File: config.mk
export PLATFORM = sky130hd
export DESIGN_NAME = periph_arbiter_flat
export DESIGN_NICKNAME = d
export VERILOG_FILES = /design/src/rtl/periph_arbiter_pkg.sv /design/src/rtl/periph_arbiter_if.sv /design/src/rtl/periph_arbiter_arb_rr2.sv /design/src/rtl/periph_arbiter.sv /design/src/flat_wrapper.sv
export SDC_FILE = /design/constraint.sdc
export NUM_CORES = 1
export LEC_CHECK = 0
export CAP_MARGIN = 40
export CORE_AREA = 2 2 118 120
export DETAILED_ROUTE_END_ITERATION = 16
export DIE_AREA = 0 0 120 122
export PLACE_DENSITY = 0.72
export SLEW_MARGIN = 20
export SYNTH_ARGS = -nofsm -noshare
export SYNTH_HDL_FRONTEND = slang
export SYNTH_SLANG_ARGS = --single-unit
File: constraint.sdc
create_clock -name clk -period 1.76 [get_ports clk]
set_input_delay 0.352 -clock clk [delete_from_list [all_inputs] [get_ports clk]]
set_output_delay 0.352 -clock clk [all_outputs]
set_load 0.1 [all_outputs]
File: src/rtl/periph_arbiter_pkg.sv
// periph_arbiter_pkg: lock-state encodings and master index constants
package periph_arbiter_pkg;
  localparam logic M0 = 1'b0;
  localparam logic M1 = 1'b1;
  typedef enum logic {UNLOCKED = 1'b0, LOCKED = 1'b1} lock_state_e;
endpackage

File: src/rtl/periph_arbiter_if.sv
// periph_arbiter_if: two master request ports plus the shared peripheral register port
interface periph_arbiter_if;
  logic m0_req, m0_we, m0_lock, m0_gnt, m0_ack;
  logic m1_req, m1_we, m1_lock, m1_gnt, m1_ack;
  logic [31:0] m0_addr, m0_wdata, m0_rdata;
  logic [31:0] m1_addr, m1_wdata, m1_rdata;
  logic s_we;
  logic [31:0] s_addr, s_wdata, s_rdata;
  modport slave (
    input m0_req, m0_we, m0_lock, m0_addr, m0_wdata,
    input m1_req, m1_we, m1_lock, m1_addr, m1_wdata,
    input s_rdata,
    output m0_gnt, m0_ack, m0_rdata, m1_gnt, m1_ack, m1_rdata,
    output s_we, s_addr, s_wdata
  );
  modport master (
    output m0_req, m0_we, m0_lock, m0_addr, m0_wdata,
    output m1_req, m1_we, m1_lock, m1_addr, m1_wdata,
    output s_rdata,
    input m0_gnt, m0_ack, m0_rdata, m1_gnt, m1_ack, m1_rdata,
    input s_we, s_addr, s_wdata
  );
endinterface

File: src/rtl/periph_arbiter_arb_rr2.sv
// arb_rr2: combinational 2-way round-robin picker; on a tie the master other than last wins
module arb_rr2
  import periph_arbiter_pkg::*;
(
  input  logic [1:0] req,
  input  logic       last,
  output logic [1:0] gnt
);
  always_comb gnt = &req ? (last == M1 ? 2'b01 : 2'b10) : req;
endmodule

File: src/rtl/periph_arbiter.sv
// periph_arbiter: round-robin arbiter with bounded bus lock sharing one peripheral register port
module periph_arbiter
  import periph_arbiter_pkg::*;
#(
  parameter int MAX_LOCK = 4
) (
  input logic clk,
  input logic rst,
  periph_arbiter_if.slave bus
);
  localparam int CW = $clog2(MAX_LOCK + 1);
  lock_state_e state, state_nxt;
  logic owner, owner_nxt, last, last_nxt;
  logic [CW-1:0] cnt, cnt_nxt, cnt_inc;
  logic [1:0] req, rr_gnt, gnt;
  logic hold, any, winner, win_lock, win_we;
  logic ack0, ack1;
  logic [31:0] rd0, rd1;

  assign req = rst ? {bus.m1_req, bus.m0_req} : 2'b00;

  arb_rr2 u_rr (.req, .last, .gnt(rr_gnt));

  // an owner that stops requesting loses the lock in the same cycle
  always_comb begin
    hold = state == LOCKED && req[owner];
    gnt = hold ? (owner == M1 ? 2'b10 : 2'b01) : rr_gnt;
    any = |gnt;
    winner = gnt[1];
    win_lock = winner ? bus.m1_lock : bus.m0_lock;
    win_we = winner ? bus.m1_we : bus.m0_we;
    cnt_inc = cnt + CW'(1);
    state_nxt = UNLOCKED;
    owner_nxt = owner;
    last_nxt = any ? winner : last;
    cnt_nxt = '0;
    if (hold && win_lock && cnt_inc < CW'(MAX_LOCK)) begin
      state_nxt = LOCKED;
      cnt_nxt = cnt_inc;
    end else if (!hold && any && win_lock && MAX_LOCK > 1) begin
      state_nxt = LOCKED;
      owner_nxt = winner;
      cnt_nxt = CW'(1);
    end
  end

  always_ff @(posedge clk) begin
    if (!rst) begin
      state <= UNLOCKED;
      owner <= M0;
      last <= M1;
      cnt <= '0;
      ack0 <= 1'b0;
      ack1 <= 1'b0;
      rd0 <= '0;
      rd1 <= '0;
    end else begin
      state <= state_nxt;
      owner <= owner_nxt;
      last <= last_nxt;
      cnt <= cnt_nxt;
      ack0 <= gnt[0];
      ack1 <= gnt[1];
      rd0 <= gnt[0] && !bus.m0_we ? bus.s_rdata : '0;
      rd1 <= gnt[1] && !bus.m1_we ? bus.s_rdata : '0;
    end
  end

  assign bus.m0_gnt = gnt[0];
  assign bus.m1_gnt = gnt[1];
  assign bus.s_we = any & win_we;
  assign bus.s_addr = !any ? '0 : winner ? bus.m1_addr : bus.m0_addr;
  assign bus.s_wdata = !any ? '0 : winner ? bus.m1_wdata : bus.m0_wdata;
  assign bus.m0_ack = ack0 & rst;
  assign bus.m1_ack = ack1 & rst;
  assign bus.m0_rdata = rst ? rd0 : '0;
  assign bus.m1_rdata = rst ? rd1 : '0;
endmodule

File: src/flat_wrapper.sv
// flat-port wrapper written by rule: the top's interface ports become plain ports
module periph_arbiter_flat import periph_arbiter_pkg::*;
#(
  parameter int MAX_LOCK = 4
)
  (clk, rst, bus_m0_req, bus_m0_we, bus_m0_lock, bus_m0_addr, bus_m0_wdata, bus_m1_req, bus_m1_we, bus_m1_lock, bus_m1_addr, bus_m1_wdata, bus_s_rdata, bus_m0_gnt, bus_m0_ack, bus_m0_rdata, bus_m1_gnt, bus_m1_ack, bus_m1_rdata, bus_s_we, bus_s_addr, bus_s_wdata);
  periph_arbiter_if bus_i ();
  input logic clk;
  input logic rst;
  input wire logic [$bits(bus_i.m0_req)-1:0] bus_m0_req;
  input wire logic [$bits(bus_i.m0_we)-1:0] bus_m0_we;
  input wire logic [$bits(bus_i.m0_lock)-1:0] bus_m0_lock;
  input wire logic [$bits(bus_i.m0_addr)-1:0] bus_m0_addr;
  input wire logic [$bits(bus_i.m0_wdata)-1:0] bus_m0_wdata;
  input wire logic [$bits(bus_i.m1_req)-1:0] bus_m1_req;
  input wire logic [$bits(bus_i.m1_we)-1:0] bus_m1_we;
  input wire logic [$bits(bus_i.m1_lock)-1:0] bus_m1_lock;
  input wire logic [$bits(bus_i.m1_addr)-1:0] bus_m1_addr;
  input wire logic [$bits(bus_i.m1_wdata)-1:0] bus_m1_wdata;
  input wire logic [$bits(bus_i.s_rdata)-1:0] bus_s_rdata;
  output wire logic [$bits(bus_i.m0_gnt)-1:0] bus_m0_gnt;
  output wire logic [$bits(bus_i.m0_ack)-1:0] bus_m0_ack;
  output wire logic [$bits(bus_i.m0_rdata)-1:0] bus_m0_rdata;
  output wire logic [$bits(bus_i.m1_gnt)-1:0] bus_m1_gnt;
  output wire logic [$bits(bus_i.m1_ack)-1:0] bus_m1_ack;
  output wire logic [$bits(bus_i.m1_rdata)-1:0] bus_m1_rdata;
  output wire logic [$bits(bus_i.s_we)-1:0] bus_s_we;
  output wire logic [$bits(bus_i.s_addr)-1:0] bus_s_addr;
  output wire logic [$bits(bus_i.s_wdata)-1:0] bus_s_wdata;
  assign bus_i.m0_req = bus_m0_req;
  assign bus_i.m0_we = bus_m0_we;
  assign bus_i.m0_lock = bus_m0_lock;
  assign bus_i.m0_addr = bus_m0_addr;
  assign bus_i.m0_wdata = bus_m0_wdata;
  assign bus_i.m1_req = bus_m1_req;
  assign bus_i.m1_we = bus_m1_we;
  assign bus_i.m1_lock = bus_m1_lock;
  assign bus_i.m1_addr = bus_m1_addr;
  assign bus_i.m1_wdata = bus_m1_wdata;
  assign bus_i.s_rdata = bus_s_rdata;
  assign bus_m0_gnt = bus_i.m0_gnt;
  assign bus_m0_ack = bus_i.m0_ack;
  assign bus_m0_rdata = bus_i.m0_rdata;
  assign bus_m1_gnt = bus_i.m1_gnt;
  assign bus_m1_ack = bus_i.m1_ack;
  assign bus_m1_rdata = bus_i.m1_rdata;
  assign bus_s_we = bus_i.s_we;
  assign bus_s_addr = bus_i.s_addr;
  assign bus_s_wdata = bus_i.s_wdata;
  periph_arbiter #(.MAX_LOCK(MAX_LOCK)) u_core (.clk(clk), .rst(rst), .bus(bus_i));
endmodule
Word level (Yosys, flattened, before mapping)

Cells that the tools add are included.
W data, S select, Z words.

Bits in registers: 72
Latch bits: 0
Bits in writable memories: 0
Bits in read-only memories: 0
Bits of input ports: 168
Output and inout bits: 133
Memories kept: 0

$add $sub $neg: 1
Multiply operators: 0
Div/mod/pow operators: 0
Magnitude comparators: 2
Equality and inequality tests: 0
Shifts and indexed selects: 0
Mux-type cells: 19
Bitwise gates (word level): 4
Reduce and logical (&&, ||, !) cells: 15

Operator list:

| cell                  | count |
|---|---|
| $mux W32              | 6 |
| $mux W2               | 5 |
| $reduce_and A2 Y1     | 4 |
| $logic_and A1 B1 Y1   | 7 |
| $mux W1               | 7 |
| $add A3 B1 Y3 const B | 1 |
| $and A1 B1 Y1         | 3 |
| $logic_not A1 Y1      | 3 |
| $lt A3 B3 Y1 const B  | 1 |
| $mux W3               | 1 |
| $lt A1 B2 Y1 const B  | 1 |
| $reduce_or A2 Y1      | 1 |
| $not A1 Y1            | 1 |

Logic depth before layout (Yosys ltp)

Depth after elaboration: 10
Mapped depth: 6
Depth with buffers taken out: 5

Hierarchy

From an unflattened synthesis, not the netlist that was laid out.

Cells, all modules: 333
Area total of the unflattened synthesis: 3,246.9 µm²

By module, submodules not included:

| module         | instances | cells each | area each (µm²) |
|---|---|---|---|
| periph_arbiter | 1         | 330        | 3,228.1 |
| arb_rr2        | 1         | 3          | 18.8 |

Least setup slack after synthesis

Ideal clock, no wire load.

Path kind: input to output
Start point: in rst
End point: out bus_s_addr[0]
Arrival time: 3.149 ns
Path slack: -1.741 ns
Stages on the path: 6
Buffers on the path: 3
Path through: buf_4 -> o21a_1 -> buf_4 -> buf_2 -> nand2_1 -> o21ai_0

Cells in the longest elaborated chain, start to end: 7
Elaborated cells between the ends (all ways): 10
Those cells by class: mux (7); reduce/logical (3)

RTL lines:

| item                                         | RTL line                                   | text |
|---|---|---|
| start: declaration                           | flat_wrapper.sv:9                          | `input logic rst;` |
| $mux W2 *                                    | periph_arbiter.sv:20                       | `assign req = rst ? {bus.m1_req, bus.m0_req} : 2'b00;` |
| $mux W1 (not written as such) (2 in series)  | periph_arbiter.sv:26                       | `hold = state == LOCKED && req[owner];` |
| $logic_and A1 B1 Y1                          | periph_arbiter.sv:26                       |  |
| $mux W2 *                                    | periph_arbiter.sv:27                       | `gnt = hold ? (owner == M1 ? 2'b10 : 2'b01) : rr_gnt;` |
| $mux W32 or $reduce_or A2 Y1 (tied branches) | periph_arbiter.sv:72, periph_arbiter.sv:28 |  |
| $mux W32 *                                   | periph_arbiter.sv:72                       | `assign bus.s_addr = !any ? '0 : winner ? bus.m1_addr : bus.m0_addr;` |
| end: declaration                             | flat_wrapper.sv:28                         | `output wire logic [$bits(bus_i.s_addr)-1:0] bus_s_addr;` |

Every way passes the cells marked *; elsewhere a longest branch is shown, timed or not. The select of a mux whose other input is x is not followed.

Final worst setup path

Start point: reg u_core.state
End point: out bus_s_addr[9]

Cells in the longest elaborated chain, start to end: 4
Elaborated cells between the ends (all ways): 5
Those cells by class: mux (3); reduce/logical (2)

RTL lines:

| item                                         | RTL line                                   | text |
|---|---|---|
| start: declaration                           | periph_arbiter.sv:12                       | `lock_state_e state, state_nxt;` |
| start signal: assignment                     | periph_arbiter.sv:58                       | `state <= state_nxt;` |
| $logic_and A1 B1 Y1 *                        | periph_arbiter.sv:26                       |  |
| $mux W2 *                                    | periph_arbiter.sv:27                       |  |
| $mux W32 or $reduce_or A2 Y1 (tied branches) | periph_arbiter.sv:72, periph_arbiter.sv:28 |  |
| $mux W32 *                                   | periph_arbiter.sv:72                       |  |

Every way passes the cells marked *; elsewhere a longest branch is shown, timed or not.

==> flow_summary_export.csv <==
group,metric,value,unit
timing,timing.final.ws_setup,-0.404,ns
finish,fin_cells,976,
detailed_routing,finalWirelength,16.8,mm
detailed_routing,drtIter0Drc,192,
setup_path,crit_fanout,10,
floorplan,rows,43,
status,outcome,"finished, violations left",
floorplan,die_w,120,µm
setup_path,required,1.41,ns
detailed_routing,wl_met2,9.08,mm
clocking,clk_pin_slew,0.06,ns
synthesis,yosysWarnings,0,
timing,max_freq,462,MHz
clocking,cts.sinks,72,
global_routing,grt_max_degree,67,
detailed_routing,route.met3.wl,1.25,mm
power_and_ir_drop,p_leak,0.00388,µW
detailed_routing,drt-pass1-iter-count,4,
detailed_routing,top_layer,"met4",
timing,report.final.slew_viol_count,0,
synthesis,synthFlopType,"dfxtp_1",
finish,multi_input_area,2860,µm²
clocking,clk_latency,0.32,ns
setup_path,r2r-end,"u_core.rd0[11]$_SDFF_PN0_",
timing,finalHoldViolCount,0,
finish,final.fill_count,868,
setup_path,rr_worst_depth,8,
setup_path,endpoint_kind,"primary output",
synthesis,yosys_register_bits,72,
hold_path,hp-start,"rst",
global_routing,grt_use_total,22.6,%
clocking,cts_tree,"done",
finish,nets,960,
floorplan,core,13500,µm²
synthesis,synth_edf_count,0,
synthesis,ys_types,36,
synthesis,syn_area,3610,µm²
synthesis,synth_nets,644,
synthesis,synth-async-reset-ratio,0,%
detailed_routing,drtAntennaViolNets,0,
clocking,cts_max_path_buffers,2,
hold_path,hold_end,"u_core.last$_SDFFE_PN1P_",
finish,layout-drive-gt1-share,44.0,%
global_routing,grt_pass1_wl,25.8,mm
timing,rsz0062_at_grt,"true",
detailed_routing,drt-met1-wl,5.79,mm
detailed_routing,wl_per_cell,17.2,µm
placement,dpl.hpwl,13.3,mm
setup_path,path_class,"register to primary output",
synthesis,synthCells,475,
detailed_routing,routed_via_density,4.73,
finish,syn_to_final_growth,171,%
detailed_routing,vias,4619,
timing,setup_viol,67,
detailed_routing,route.detailed.drc,0,
setup_path,cp-start-kind,"register",
global_routing,grt-ovfl-total,0,
status,violations,"setup timing",
floorplan,pin_count,301,
setup_path,regToRegSetupSlack,0.07,ns
setup_path,reg2reg_from,"u_core.state$_SDFF_PN0_",
hold_path,whs_path_depth,3,
power_and_ir_drop,vdd_drop_max,0.456,mV
timing,layout_min_cycle_time,2.16,ns
floorplan,fp.dieH,122,µm
floorplan,die_area,14600,µm²
placement,numPortBuffers,300,
global_routing,grt_pass1_vias,4975,
floorplan,start_util,26.7,%
clocking,cts_hold_buf,0,
timing,fin_setup_tns,-24.07,ns
hold_path,hold_class,"input pin to register",
synthesis,syn_avg_cell_area,7.60,µm²
flow_run,cap_violations,0,
global_routing,antenna_found_initial,0,
placement,place_inst,948,
synthesis,synth-seq-area-share,39.9,%
placement,place_congestion,0.858,
clocking,numCtsBuffers,9,
clocking,root_buffer,"clkbuf_16",
finish,n_antenna_cell,0,
timing,fin_crit_sh,123,%
finish,regArea,1440,µm²
timing,clock_skew,0.00477,ns
setup_path,cp.arrival,1.81,ns
power_and_ir_drop,powerDensity,658,nW/µm²
clocking,cts_max_level,3,
[area by class of cell]
class	instances	area share (%)
Multi-Input combinational cell	357	29.2
Sequential cell	72	14.7
Clock buffer	12	2.52
Timing Repair Buffer	347	50.8
Clock inverter	4	0.294
Inverter	4	0.153
Tap cell	180	2.30
[logic make-up after synthesis]
kind of cell / Yosys count / share of synthesized area (%)
AO/OA/AOI/OAI: 76 / 11.8
XOR/XNOR: 1 / 0.243
adder cells (fa/ha/maj): 1 / 0.346
buffers and inverters: 46 / 6.17
flip-flops: 72 / 39.9
multiplexers: 1 / 0.312
other: 1 / 0.104
AND/OR/NAND/NOR: 277 / 41.2
[cells in the final DEF, fill, tap and decap left out, drive strengths merged]
master,n
dlygate4sd2,2
and2b,1
clkinv,1
a211oi,1
clkdlybuf4s50,164
conb,1
nand4,1
a21oi,1
a22oi,1
nor3,1
buf,180
nand3,66
a31oi,1
nand3b,1
o21ai,67
clkinvlp,2
a2bb2oi,1
o21a,2
nor2,3
inv,5
xnor2,1
and2,131
nand2,71
o311ai,1
nand2b,1
bufbuf,1
a31o,1
clkbuf,12
mux2,1
dfxtp,72
ha,1
nor2b,1
[Yosys cell counts (2+ instances only)]
master | count | area, µm²
and2_1 | 131 | 820
buf_1 | 2 | 7.51
buf_2 | 12 | 60.1
buf_4 | 3 | 22.5
buf_6 | 2 | 22.5
clkbuf_1 | 16 | 60.1
clkbuf_2 | 7 | 35.0
dfxtp_1 | 72 | 1440
inv_1 | 4 | 15.0
nand2_1 | 71 | 267
nand3_1 | 66 | 330
o21ai_0 | 43 | 215
o21ai_1 | 23 | 115
[per-stage QoR]
stage	hold WS [ns]	instance area (µm²)	utilization, %	worst slack [ns]	total power (µW)
floorplan	0.438	4510	-	-0.277	3450
global placement	0.455	9220	68.3	-0.423	4680
detailed placement	0.466	9220	68.3	-0.446	4720
CTS	0.418	9750	72.2	-0.431	6490
global route	0.443	9790	72.5	-0.463	6680
finish	0.436	9790	72.5	-0.404	6440
[power by group]
part / switching [µW] / internal, µW / leakage, µW / total [µW]
sequential: 15.0 / 1680 / 0.000586 / 1700
clock: 649 / 994 / 0.000129 / 1640
combinational: 1800 / 1310 / 0.00316 / 3110
[worst max-delay path: stages, from the launching register on]
cell and delay [ns]:
dfxtp_2 0.34, and2b_4 0.19, o21a_4 0.22, nor2_4 0.13, buf_12 0.17, buf_12 0.18
o21ai_4 0.08, buf_12 0.17
[timing repair]
| item | CTS | global route |
|---|---|---|
| endpoints found under the setup margin | 67 | 67 |
| buffers inserted | 6 | 1 |
| pin swaps | 3 | 1 |
| resized for setup | 24 | 9 |
| cloned | 5 | 0 |
[per-layer routing]
metal  vias up  GRT usage, %
li1       2182             -
met1      2162          23.7
met2       226          42.0
met3        49          5.76
met4         0          10.4
met5         -             0
[sequential cells by signal, indices dropped and copies added, names as in the netlist]
name and cells:
u_core.rd0 32, u_core.ack1 1, u_core.owner 1, u_core.last 1, u_core.state 1, u_core.ack0 1
u_core.rd1 32, u_core.cnt 3
[how the worst max path moves through the flow]
| stage | startpoint | endpoint | slack, ns | cells after the start |
|---|---|---|---|---|
| CTS | u_core.owner$_SDFFE_PN0P_ | bus_s_we | -0.43 | 7 |
| floorplan | u_core.owner$_SDFFE_PN0P_ | bus_s_addr[23] | -0.28 | 6 |
| finish | u_core.state$_SDFF_PN0_ | bus_s_addr[9] | -0.40 | 7 |
| global route | u_core.owner$_SDFFE_PN0P_ | bus_s_addr[9] | -0.46 | 7 |
| global placement | bus_m1_req | bus_s_we | -0.42 | 6 |
| detailed placement | bus_m1_req | bus_s_we | -0.45 | 6 |
(Power assumes the default switching activity.)
